$ cat config.mk
export PLATFORM = sky130hd
export DESIGN_NAME = mem_port_arbiter
export DESIGN_NICKNAME = d
export VERILOG_FILES = /design/src/rtl/mem_port_arbiter.sv
export SDC_FILE = /design/constraint.sdc
export NUM_CORES = 1
export LEC_CHECK = 0
export BUFFER_PORTS_ARGS = -buffer_cell sky130_fd_sc_hd__buf_2
export CAP_MARGIN = 0
export CELL_PAD_IN_SITES_DETAIL_PLACEMENT = 1
export CELL_PAD_IN_SITES_GLOBAL_PLACEMENT = 2
export CORE_MARGIN = 2
export CORE_UTILIZATION = 32
export CTS_CLUSTER_SIZE = 25
export DETAILED_ROUTE_END_ITERATION = 7
export PLACE_DENSITY = 0.83
export SLEW_MARGIN = 20
export SYNTH_ARGS = -nofsm -noshare
export SYNTH_HDL_FRONTEND = slang
export SYNTH_SLANG_ARGS = --single-unit
$ cat constraint.sdc
create_clock -name clk -period 3 [get_ports clk]
set_input_delay 0.3 -clock clk [delete_from_list [all_inputs] [get_ports clk]]
set_output_delay 0.3 -clock clk [all_outputs]
set_load 0.02 [all_outputs]
$ cat src/rtl/mem_port_arbiter.sv
`default_nettype none
// ============================================================================
//  Module   : mem_port_arbiter
//  Purpose  : Shares one single-port memory between an instruction-fetch
//             requester and a data (load/store) requester. Ties alternate
//             between the two. Misaligned data requests are rejected without
//             touching memory, and accesses that see no mem_ack within
//             TIMEOUT cycles finish with an error.
//  Ports    : clk, reset (async, active-low)
//             if_req/if_addr            -> fetch request
//             if_valid/if_err/if_rdata  <- fetch completion
//             d_req/d_we/d_addr/d_wdata/d_byte_sel -> data request
//             d_valid/d_err/d_rdata     <- data completion
//             mem_req/mem_we/mem_addr/mem_wdata/mem_byte_sel -> memory
//             mem_ack/mem_rdata         <- memory completion
//             busy                      <- high whenever not idle
//  Revision : 1.0  initial release
// ============================================================================
module mem_port_arbiter #(
    parameter int SIZE    = 32,
    parameter int TIMEOUT = 16
) (
    input  logic            clk,
    input  logic            reset,
    input  logic            if_req,
    input  logic [SIZE-1:0] if_addr,
    output logic            if_valid,
    output logic            if_err,
    output logic [SIZE-1:0] if_rdata,
    input  logic            d_req,
    input  logic            d_we,
    input  logic [SIZE-1:0] d_addr,
    input  logic [SIZE-1:0] d_wdata,
    input  logic [2:0]      d_byte_sel,
    output logic            d_valid,
    output logic            d_err,
    output logic [SIZE-1:0] d_rdata,
    output logic            mem_req,
    output logic            mem_we,
    output logic [SIZE-1:0] mem_addr,
    output logic [SIZE-1:0] mem_wdata,
    output logic [2:0]      mem_byte_sel,
    input  logic            mem_ack,
    input  logic [SIZE-1:0] mem_rdata,
    output logic            busy
);

    localparam logic [1:0] c_IDLE   = 2'd0;
    localparam logic [1:0] c_IF_ACC = 2'd1;
    localparam logic [1:0] c_D_ACC  = 2'd2;
    localparam logic [1:0] c_RESP   = 2'd3;

    localparam logic [7:0] c_WAIT_LAST = 8'(TIMEOUT - 1);
    localparam logic [2:0] c_WORD_SEL  = 3'b010;

    logic [1:0]      r_state;
    logic [1:0]      w_next_state;
    logic            r_last_grant_data;
    logic [7:0]      r_wait_cnt;
    logic            r_mem_req;
    logic            r_mem_we;
    logic [SIZE-1:0] r_mem_addr;
    logic [SIZE-1:0] r_mem_wdata;
    logic [2:0]      r_mem_byte_sel;
    logic            r_if_valid;
    logic            r_if_err;
    logic [SIZE-1:0] r_if_rdata;
    logic            r_d_valid;
    logic            r_d_err;
    logic [SIZE-1:0] r_d_rdata;

    logic w_misaligned;
    logic w_grant_if;
    logic w_grant_d;
    logic w_timeout;

    // Halfword must be 2-byte aligned, word must be 4-byte aligned.
    assign w_misaligned = ((d_byte_sel[1:0] == 2'b01) && d_addr[0]) ||
                          ((d_byte_sel[1:0] == 2'b10) && (d_addr[1:0] != 2'b00));

    // On a tie the side that did not win last time gets the port.
    assign w_grant_if = if_req && (!d_req || r_last_grant_data);
    assign w_grant_d  = d_req && !w_grant_if;
    assign w_timeout  = (r_wait_cnt >= c_WAIT_LAST);

    always_ff @(posedge clk or negedge reset) begin
        if (!reset) begin
            r_state <= c_IDLE;
        end else begin
            r_state <= w_next_state;
        end
    end

    always_comb begin
        w_next_state = r_state;
        case (r_state)
            c_IDLE: begin
                if (w_grant_if) begin
                    w_next_state = c_IF_ACC;
                end else if (w_grant_d) begin
                    w_next_state = w_misaligned ? c_RESP : c_D_ACC;
                end
            end
            c_IF_ACC, c_D_ACC: begin
                if (mem_ack || w_timeout) begin
                    w_next_state = c_RESP;
                end
            end
            c_RESP:  w_next_state = c_IDLE;
            default: w_next_state = c_IDLE;
        endcase
    end

    always_ff @(posedge clk or negedge reset) begin
        if (!reset) begin
            r_last_grant_data <= 1'b1;
            r_wait_cnt        <= '0;
            r_mem_req         <= 1'b0;
            r_mem_we          <= 1'b0;
            r_mem_addr        <= '0;
            r_mem_wdata       <= '0;
            r_mem_byte_sel    <= '0;
            r_if_valid        <= 1'b0;
            r_if_err          <= 1'b0;
            r_if_rdata        <= '0;
            r_d_valid         <= 1'b0;
            r_d_err           <= 1'b0;
            r_d_rdata         <= '0;
        end else begin
            // Completion flags are only ever high for the single RESP cycle.
            r_if_valid <= 1'b0;
            r_if_err   <= 1'b0;
            r_d_valid  <= 1'b0;
            r_d_err    <= 1'b0;
            case (r_state)
                c_IDLE: begin
                    if (w_grant_if) begin
                        r_last_grant_data <= 1'b0;
                        r_wait_cnt        <= '0;
                        r_mem_req         <= 1'b1;
                        r_mem_we          <= 1'b0;
                        r_mem_addr        <= if_addr;
                        r_mem_wdata       <= '0;
                        r_mem_byte_sel    <= c_WORD_SEL;
                    end else if (w_grant_d) begin
                        r_last_grant_data <= 1'b1;
                        r_wait_cnt        <= '0;
                        if (w_misaligned) begin
                            r_d_err <= 1'b1;
                        end else begin
                            r_mem_req      <= 1'b1;
                            r_mem_we       <= d_we;
                            r_mem_addr     <= d_addr;
                            r_mem_wdata    <= d_wdata;
                            r_mem_byte_sel <= d_byte_sel;
                        end
                    end
                end
                c_IF_ACC, c_D_ACC: begin
                    if (mem_ack) begin
                        r_mem_req <= 1'b0;
                        if (r_state == c_IF_ACC) begin
                            r_if_rdata <= mem_rdata;
                            r_if_valid <= 1'b1;
                        end else begin
                            // A store returns nothing worth keeping.
                            if (!r_mem_we) begin
                                r_d_rdata <= mem_rdata;
                            end
                            r_d_valid <= 1'b1;
                        end
                    end else if (w_timeout) begin
                        r_mem_req <= 1'b0;
                        if (r_state == c_IF_ACC) begin
                            r_if_err <= 1'b1;
                        end else begin
                            r_d_err <= 1'b1;
                        end
                    end else if (r_wait_cnt != 8'hFF) begin
                        r_wait_cnt <= r_wait_cnt + 8'd1;
                    end
                end
                default: ;
            endcase
        end
    end

    assign mem_req      = r_mem_req;
    assign mem_we       = r_mem_we;
    assign mem_addr     = r_mem_addr;
    assign mem_wdata    = r_mem_wdata;
    assign mem_byte_sel = r_mem_byte_sel;
    assign if_valid     = r_if_valid;
    assign if_err       = r_if_err;
    assign if_rdata     = r_if_rdata;
    assign d_valid      = r_d_valid;
    assign d_err        = r_d_err;
    assign d_rdata      = r_d_rdata;
    assign busy         = (r_state != c_IDLE);

endmodule
`default_nettype wire

**Word-level counts from Yosys, hierarchy flattened**

Index checks and enable logic that the tools add are counted.

- Add/subtract/negate cells: 1
- Bitwise gates (word level): 2
- Eq/ne operators: 14
- Reductions and logical operators: 22
- Multiplexer cells: 46
- Order comparisons: 1

Operator list:

| cell | count |
|---|---|
| 32-bit 2-to-1 mux | 6 |
| 8-bit 2-to-1 mux | 5 |
| 1-bit 2-to-1 mux | 25 |
| 8-bit one-hot mux with 2 select lines | 1 |
| 3-bit 2-to-1 mux | 3 |
| 3-bit != test (second input constant) | 3 |
| 8-bit by 1-bit adder with 8-bit output (second input constant) | 1 |
| 8-bit by 4-bit >= comparator with 1-bit output (second input constant) | 1 |
| 2-bit != test (second input constant) | 4 |
| 8-bit != test (second input constant) | 1 |
| 4-bit AND reduction | 2 |
| 2-bit nonzero test | 4 |
| 2-bit equality test (second input constant) | 3 |
| 2-bit 2-to-1 mux | 3 |
| 2-bit one-hot mux with 3 select lines | 1 |
| 3-bit AND reduction | 2 |
| 5-bit AND reduction | 1 |
| 2-bit by 1-bit equality test with 1-bit output (second input constant) | 2 |
| 1-bit logical AND | 4 |
| 1-bit one-hot mux with 2 select lines | 2 |
| 2-bit AND reduction | 2 |
| 1-bit logical OR | 3 |
| 1-bit zero test | 2 |
| 2-bit zero test | 1 |
| 3 further kinds | 4 |

- Input port bits: 137
- Output and inout bits: 138
- Word-level logic and storage cells: 100
- Bits in registers: 148

**Logic depth before layout (Yosys ltp)**

Gate-level depths: netlist of the first run.

- Depth after elaboration: 8
- Gate-level depth with buffers: 7
- Mapped depth without buffers: 6

**Least setup slack after synthesis of the first run**

No wires, ideal clock.

- Path type: register -> register
- Start point: register r_state[0]
- End point: register r_wait_cnt[1]
- Setup slack: 1.200 ns
- Data arrival time: 1.679 ns
- Library setup time: 0.121 ns
- Stages on the path, launching flop included: 8
- Period minus slack after synthesis: 1.800 ns
- Cells stage by stage: dfrtp_1 inv_1 ha_1 buf_4 or3b_2 o211ai_1 o41ai_1 a22o_1

- Cells in the longest elaborated chain, start to end: 4
- Elaborated cells between the ends (all ways): 11

RTL lines:

| what | RTL line | source |
|---|---|---|
| from (decl) | 56 | `logic [1:0] r_state;` |
| from (signal assigned) | 88 | `r_state <= c_IDLE;` |
| from (signal assigned) | 90 | `r_state <= w_next_state;` |
| 2-bit by 1-bit equality test with 1-bit output / 2-bit equality test (equally long branches) | 135 | `case (r_state)` |
| 2-bit OR reduction | 135 |  |
| 2-bit != test (no source line) / 2-bit nonzero test (equally long branches) | -- |  |
| 5-bit AND reduction (no source line) | -- |  |
| to (signal assigned) | 180 | `r_wait_cnt <= r_wait_cnt + 8'd1;` |
| to (decl) | 59 | `logic [7:0] r_wait_cnt;` |

Several ways; a longest one is shown, not always the timed one.
A chain may end at the register's enable or synchronous reset.

**Final worst setup path of the first run**

- Start point: register r_state[0]
- End point: register r_d_rdata[2] (netlist: d_rdata[2])

- Cells in the longest elaborated chain, start to end: 3
- Elaborated cells between the ends (all ways): 5

RTL lines:

| what | RTL line | source |
|---|---|---|
| 2-bit by 1-bit equality test with 1-bit output / 2-bit equality test (equally long branches) | 135, 162 |  |
| 2-bit OR reduction / 1-bit NOT (equally long branches) | -- |  |
| 4-bit AND reduction (no source line) (*) | -- |  |
| to (signal assigned) | 168 | `r_d_rdata <= mem_rdata;` |
| to (decl) | 70 | `logic [SIZE-1:0] r_d_rdata;` |

Mark *: on every way between the ends. The rest lies on a longest branch, timed or not.

==> results of run 1 <==
Yosys cell counts, types with 2 or more instances:
cell / number
nand4_1: 2
buf_2: 13
or3_1: 30
clkbuf_1: 9
a2bb2oi_1: 3
a22o_1: 36
nor2_1: 8
o21ai_1: 2
nor2b_1: 6
ha_1: 4
o221a_2: 29
nand2_1: 13
inv_1: 8
buf_1: 3
a21o_1: 2
and3_2: 2
dfrtp_1: 147
mux2_2: 64
nor3_2: 2
a31oi_1: 3
o21ai_0: 6
o31ai_1: 3
a21oi_1: 3
worst max-delay path, stage by stage (launching register included):
cell	delay (ps)
dfrtp_1	400
inv_1	70
ha_1	510
nand2_1	220
nor3_4	140
buf_4	420
mux2_2	400
stage by stage:
step           setup WS (ps)  total power [µW]  hold WS (ps)  area [µm²]
4_1_cts                  675              9920          77.6        8270
3_3_place_gp             816              7440           285        7630
5_1_grt                  569             10400          78.9        8270
6_report                 693              9780           101        8270
2_1_floorplan           1200              6130          4.41        6010
3_5_place_dp             729              7640           305        7630
kinds of logic after synthesis:
family / count (synthesis)
AOI/OAI and AO/OA: 101
xor gates and xnor gates: 1
adders and majority gates: 4
buffers and inverters: 37
DFF: 148
muxes: 64
and+or+nand+nor: 71
worst paths after layout:
| kind | from | end | slack [ps] |
|---|---|---|---|
| min in group asynchronous | reset | if_rdata[26] | 400 |
| worst min-delay path | d_wdata[6] | mem_wdata[6] | 100 |
| worst max register to register | r_state[0] | d_rdata[2] | 690 |
| worst min register to register | r_last_grant_data | r_last_grant_data | 480 |
| worst max-delay path | r_state[0] | d_rdata[2] | 690 |
| max in group asynchronous | reset | mem_addr[4] | 1690 |
area by class of cell:
cell class	count	area (µm²)
sequential	148	3700
multi-input combinational	241	2140
clock inverter	12	171
inverter	8	30.0
tap	234	293
timing repair buffer	285	1480
clock buffer	19	453
fill	2033	10300
layer usage:
| layer | share of wire | global-route usage |
|---|---|---|
| met5 | 0 | 0 |
| met4 | 0.0084 | 0.0526 |
| met2 | 0.48 | 0.289 |
| met1 | 0.43 | 0.228 |
| met3 | 0.077 | 0.0605 |
cells in the final DEF (no fill, tap or decap), drive strengths merged, types with 3 or more instances in the layout:
cell type    n
a21oi        3
nor2b        6
o221a       30
buf        284
a2bb2oi      3
mux2        64
nand2       13
o31ai        3
o21ai        8
clkinvlp     4
clkbuf      19
inv         12
bufinv       3
dfrtp      147
nor2         9
ha           4
or3         30
a31oi        3
a22o        36
timing repair:
action | in CTS | in global routing
hold endpoints to repair | 52 | 0
hold buffers | 1 | 0
resized for setup | 0 | 0
sequential cells by signal, summed over array words and instances (netlist names), 2 cells and up:
name and cells:
mem_byte_sel 3, d_rdata 32, r_wait_cnt 8, if_rdata 32, r_state 2, mem_addr 32
mem_wdata 32
power by group:
group          total (µW)  internal (µW)  switching (µW)
combinational        4220           1800            2420
clock                2220           1370             856
sequential           3330           2860             472
==> results.sh, run 1 <==
export IMPL_run_status="finished clean"
export IMPL_finalSetupViolations=0
export IMPL_synth_area_leaders="dfrtp_1, mux2_2, o221a_2"
export IMPL_yosysWarnings=0
export IMPL_cts_inserted_buffers=17
export IMPL_track_usage=0.179
export IMPL_gr_total_overflow=0
export IMPL_ys_types=51
export IMPL_dp_hpwl_mm=13.0
export IMPL_die_h_um=141
export IMPL_ant_nets=0
export IMPL_rows=50
export IMPL_hold_class="in -> reg"
export IMPL_hold_path_cell_count=2
export IMPL_cp_start_kind="flip-flop"
export IMPL_start_util=0.323
export IMPL_place_congestion=0.764
export IMPL_syn_area_um2=6010
export IMPL_clock_skew_ps=10.9
export IMPL_clk_pin_slew_ps=70
export IMPL_max_freq_mhz=434
export IMPL_final_cells=947
export IMPL_io_pins=275
export IMPL_via_per_inst=4.94
export IMPL_reg2regPathDepth=6
export IMPL_synth_simple_area_share=0.0683
export IMPL_synth_nets=567
export IMPL_postLayoutCoreUtil=0.445
export IMPL_portBuffers=274
export IMPL_seq_area_frac_synth=0.616
export IMPL_async_reset_ff_frac=1.00
export IMPL_fin_tns_setup_ps=0
export IMPL_hold_violations=0
export IMPL_clkSinkCount=148
export IMPL_ir_drop_v=0.000412
export IMPL_synth_edff_count=0
export IMPL_dpl_cell_count=915
export IMPL_antenna_cells=0
export IMPL_wire_per_inst_um=18.5
export IMPL_synthAdderAreaFrac=0.00833
export IMPL_layout_drive_gt1_share=0.589
export IMPL_route_vias_total=4675
export IMPL_synthCells=426
export IMPL_max_slew_margin_rel=0.647
export IMPL_die_area_um2=19900
export IMPL_clockBufferDepth=2
export IMPL_rsz0062_at_grt="false"
export IMPL_worst_setup_path_end_kind="flip-flop"
export IMPL_min_period_ps=2310
export IMPL_synth_compound_area_frac=0.156
export IMPL_first_pass_iters=4
export IMPL_post_cts_setup_buffers=0
export IMPL_synth_area_mux_share=0.120
export IMPL_core_area_um2=18600
export IMPL_synth_top_area_share=0.612
export IMPL_ys_ff_latch=148
export IMPL_synth_top_area_cell="dfrtp_1"
export IMPL_cts_tree="built"
export IMPL_critPathKind="reg -> reg"
export IMPL_fin_nets=842
export IMPL_slew_viol_final=0
export IMPL_area_delta_synth_final_pct=37.6
export IMPL_grt_start_max_net_pins=59
export IMPL_worstPathRequired_ps=3290
export IMPL_drc=0
export IMPL_worst_slew_pin_transition_ps=529
export IMPL_path_max_fanout=32
export IMPL_arrival_ps=2590
export IMPL_die_x_um=141
export IMPL_grt_pass1_wl_mm=27.8
export IMPL_clk_latency_ps=420
export IMPL_synth_xor_area_frac=0.00146
export IMPL_leakage_uw=0.00405
export IMPL_timing_final_crit_share=0.769
export IMPL_synth_top_family_by_area="compound AO/OA/AOI/OAI gates"
export IMPL_cts_htree_levels=4
export IMPL_drt_initial_drc_count=188
export IMPL_grt_pass1_vias=5098
export IMPL_p_per_area_nw_per_um2=1180
export IMPL_drt_wl_total_mm=17.5
export IMPL_max_cap_violations=0
export IMPL_synth_avg_cell_area_um2=14.1
export IMPL_root_buffer="clkbuf_16"
export IMPL_antenna_found_initial=0
export IMPL_synth_flop_cell="dfrtp_1"
Note: power is estimated with default switching activity, not from simulation.
==> inputs of run 2 (changes only) <==
--- a/config.mk
+++ b/config.mk
@@ -10,10 +10,10 @@
 export CELL_PAD_IN_SITES_DETAIL_PLACEMENT = 1
 export CELL_PAD_IN_SITES_GLOBAL_PLACEMENT = 2
 export CORE_MARGIN = 2
-export CORE_UTILIZATION = 32
+export CORE_UTILIZATION = 27
 export CTS_CLUSTER_SIZE = 25
 export DETAILED_ROUTE_END_ITERATION = 7
-export PLACE_DENSITY = 0.83
+export PLACE_DENSITY = 0.74
 export SLEW_MARGIN = 20
 export SYNTH_ARGS = -nofsm -noshare
 export SYNTH_HDL_FRONTEND = slang
==> constraint.sdc (replaced) <==
create_clock -name clk -period 2.1 [get_ports clk]
set_input_delay 0.21 -clock clk [delete_from_list [all_inputs] [get_ports clk]]
set_output_delay 0.21 -clock clk [all_outputs]
set_load 0.02 [all_outputs]
==> run 2 against run 1 <==
Compared with the run above: critical endpoint is now r_wait_cnt[1]; worst hold slack got worse by 77 ps; fmax grew 17%; via count up 4.6%.
==> results.sh, run 2 (synthesis results as in run 1) <==
export IMPL_start_util=0.275
export IMPL_die_x_um=153
export IMPL_finalSetupViolations=0
export IMPL_critPathLaunch="r_state[1]"
export IMPL_grt_pass1_wl_mm=30.2
export IMPL_max_slew_margin_rel=0.667
export IMPL_run_status="finished clean"
export IMPL_clk_latency_ps=420
export IMPL_area_delta_synth_final_pct=43.4
export IMPL_route_vias_total=4889
export IMPL_min_period_ps=1970
export IMPL_r2r_end="r_wait_cnt[1]"
export IMPL_cp_start_kind="flip-flop"
export IMPL_timing_final_crit_share=0.937
export IMPL_ir_drop_v=0.000543
export IMPL_cts_htree_levels=4
export IMPL_grt_start_max_net_pins=54
export IMPL_wire_per_inst_um=18.3
export IMPL_clockBufferDepth=2
export IMPL_n_fill_cell=2426
export IMPL_worstPathRequired_ps=2390
export IMPL_final_cell_mix="buf_2, dfrtp_1, mux2_2, a22o_1, or3_1"
export IMPL_place_congestion=0.781
export IMPL_hold_violations=0
export IMPL_grt_pass1_vias=5479
export IMPL_p_per_area_nw_per_um2=1610
export IMPL_layout_commonest_cell="buf_2"
export IMPL_cts_tree="built"
export IMPL_crit_end="r_wait_cnt[1]"
export IMPL_antenna_cells=0
export IMPL_path_max_fanout=5
export IMPL_first_pass_iters=4
export IMPL_rsz0062_at_grt="false"
export IMPL_arrival_ps=2260
export IMPL_max_freq_mhz=508
export IMPL_rows=54
export IMPL_clkSinkCount=148
export IMPL_total_power_uw=13900
export IMPL_portBuffers=274
export IMPL_max_cap_violations=0
export IMPL_reg2regPathDepth=7
export IMPL_slew_viol_final=0
export IMPL_worst_setup_path_end_kind="flip-flop"
export IMPL_clk_pin_slew_ps=60
export IMPL_core_area_um2=21800
export IMPL_root_buffer="clkbuf_16"
export IMPL_io_pins=275
export IMPL_critPathKind="reg -> reg"
export IMPL_drt_initial_drc_count=202
export IMPL_drc=0
export IMPL_cts_inserted_buffers=17
export IMPL_via_per_inst=4.76
export IMPL_fin_nets=876
export IMPL_rrSetupSlack_ps=130
export IMPL_hold_class="in -> reg"
export IMPL_die_area_um2=23500
export IMPL_r2r_start="r_state[1]"
export IMPL_drt_wl_total_mm=18.9
export IMPL_worst_slew_pin_transition_ps=499
export IMPL_gr_total_overflow=0
export IMPL_clock_skew_ps=13.9
export IMPL_leakage_uw=0.00418
export IMPL_ant_nets=0
export IMPL_multi_input_area_um2=2140
export IMPL_regArea_um2=3700
export IMPL_dp_hpwl_mm=13.9
export IMPL_layout_drive_gt1_share=0.574
export IMPL_antenna_found_initial=0
export IMPL_track_usage=0.162
export IMPL_fin_tns_setup_ps=0
export IMPL_die_h_um=153
==> run 2: changes by cell type in the layout (fill, tap and decap cells not counted), moves of 2 or more <==
| cell | before | now |
|---|---|---|
| bufinv_16 | 3 | 0 |
| dlygate4sd3_1 | 1 | 27 |
| inv_8 | 0 | 2 |
| buf_12 | 1 | 4 |
| clkinv_4 | 0 | 3 |
| buf_4 | 9 | 14 |
==> run 2: how the worst min path moves through the flow <==
stage                            from  slack (ps)             to  cells past startpoint
final                     d_wdata[27]          20  mem_wdata[27]                      2
after global routing      d_wdata[17]          10  mem_wdata[17]                      2
after CTS                 d_wdata[17]         0.8  mem_wdata[17]                      2
after detailed placement        reset         200    d_rdata[27]                      1
after global placement          reset         190    d_rdata[27]                      1
after floorplan                 reset         -90          d_err                      0
==> run 2: critical path, cell delays in order, from the launching register on <==
cell,delay (ps)
dfrtp_1,380
inv_1,100
ha_2,200
buf_4,130
or3b_2,510
o211ai_1,220
o41ai_1,110
a22o_1,190
==> run 2: report_power, final <==
part           switching, µW  internal [µW]  total, µW
clock                   1300           1580       2870
sequential               662           4090       4750
combinational           3550           2720       6270
total                   5500           8390      13900
==> run 2: layout make-up <==
class | instances | area share
clock buffers | 19 | 0.0514
clock inverters | 13 | 0.0132
inverters | 8 | 0.00348
multi-input cells | 241 | 0.249
flip-flops and latches | 148 | 0.430
well taps | 280 | 0.0407
repair buffers | 319 | 0.213
==> run 2: through the flow <==
stage / setup slack (ps) / hold WS (ps) / cell area (µm²) / utilization / instances
detailed placement: 61.1 / 202 / 7760 / 0.356 / 966
global route: 3.10 / 11.7 / 8620 / 0.395 / 1028
CTS: 25.1 / 0.769 / 8590 / 0.394 / 1025
global placement: 163 / 192 / 7760 / 0.356 / 966
floorplan: 300 / -85.6 / 6010 / - / 426
finish: 132 / 23.3 / 8620 / 0.395 / 1028
==> run 2: repair_timing <==
item / CTS / global route
hold buffers: 27 / 0
endpoints found under the setup margin: 0 / 25
hold endpoints to repair: 75 / 0
buffers inserted: 0 / 3
gates resized for setup: 0 / 1
==> run 2: per-layer routing <==
metal  GRT usage  vias to the layer above  part of all wire
li1            -                     2229                 -
met1       0.202                     2431              0.43
met2       0.268                      212              0.48
met3      0.0496                       17             0.077
met4      0.0489                        0             0.013
met5           0                        -                 0
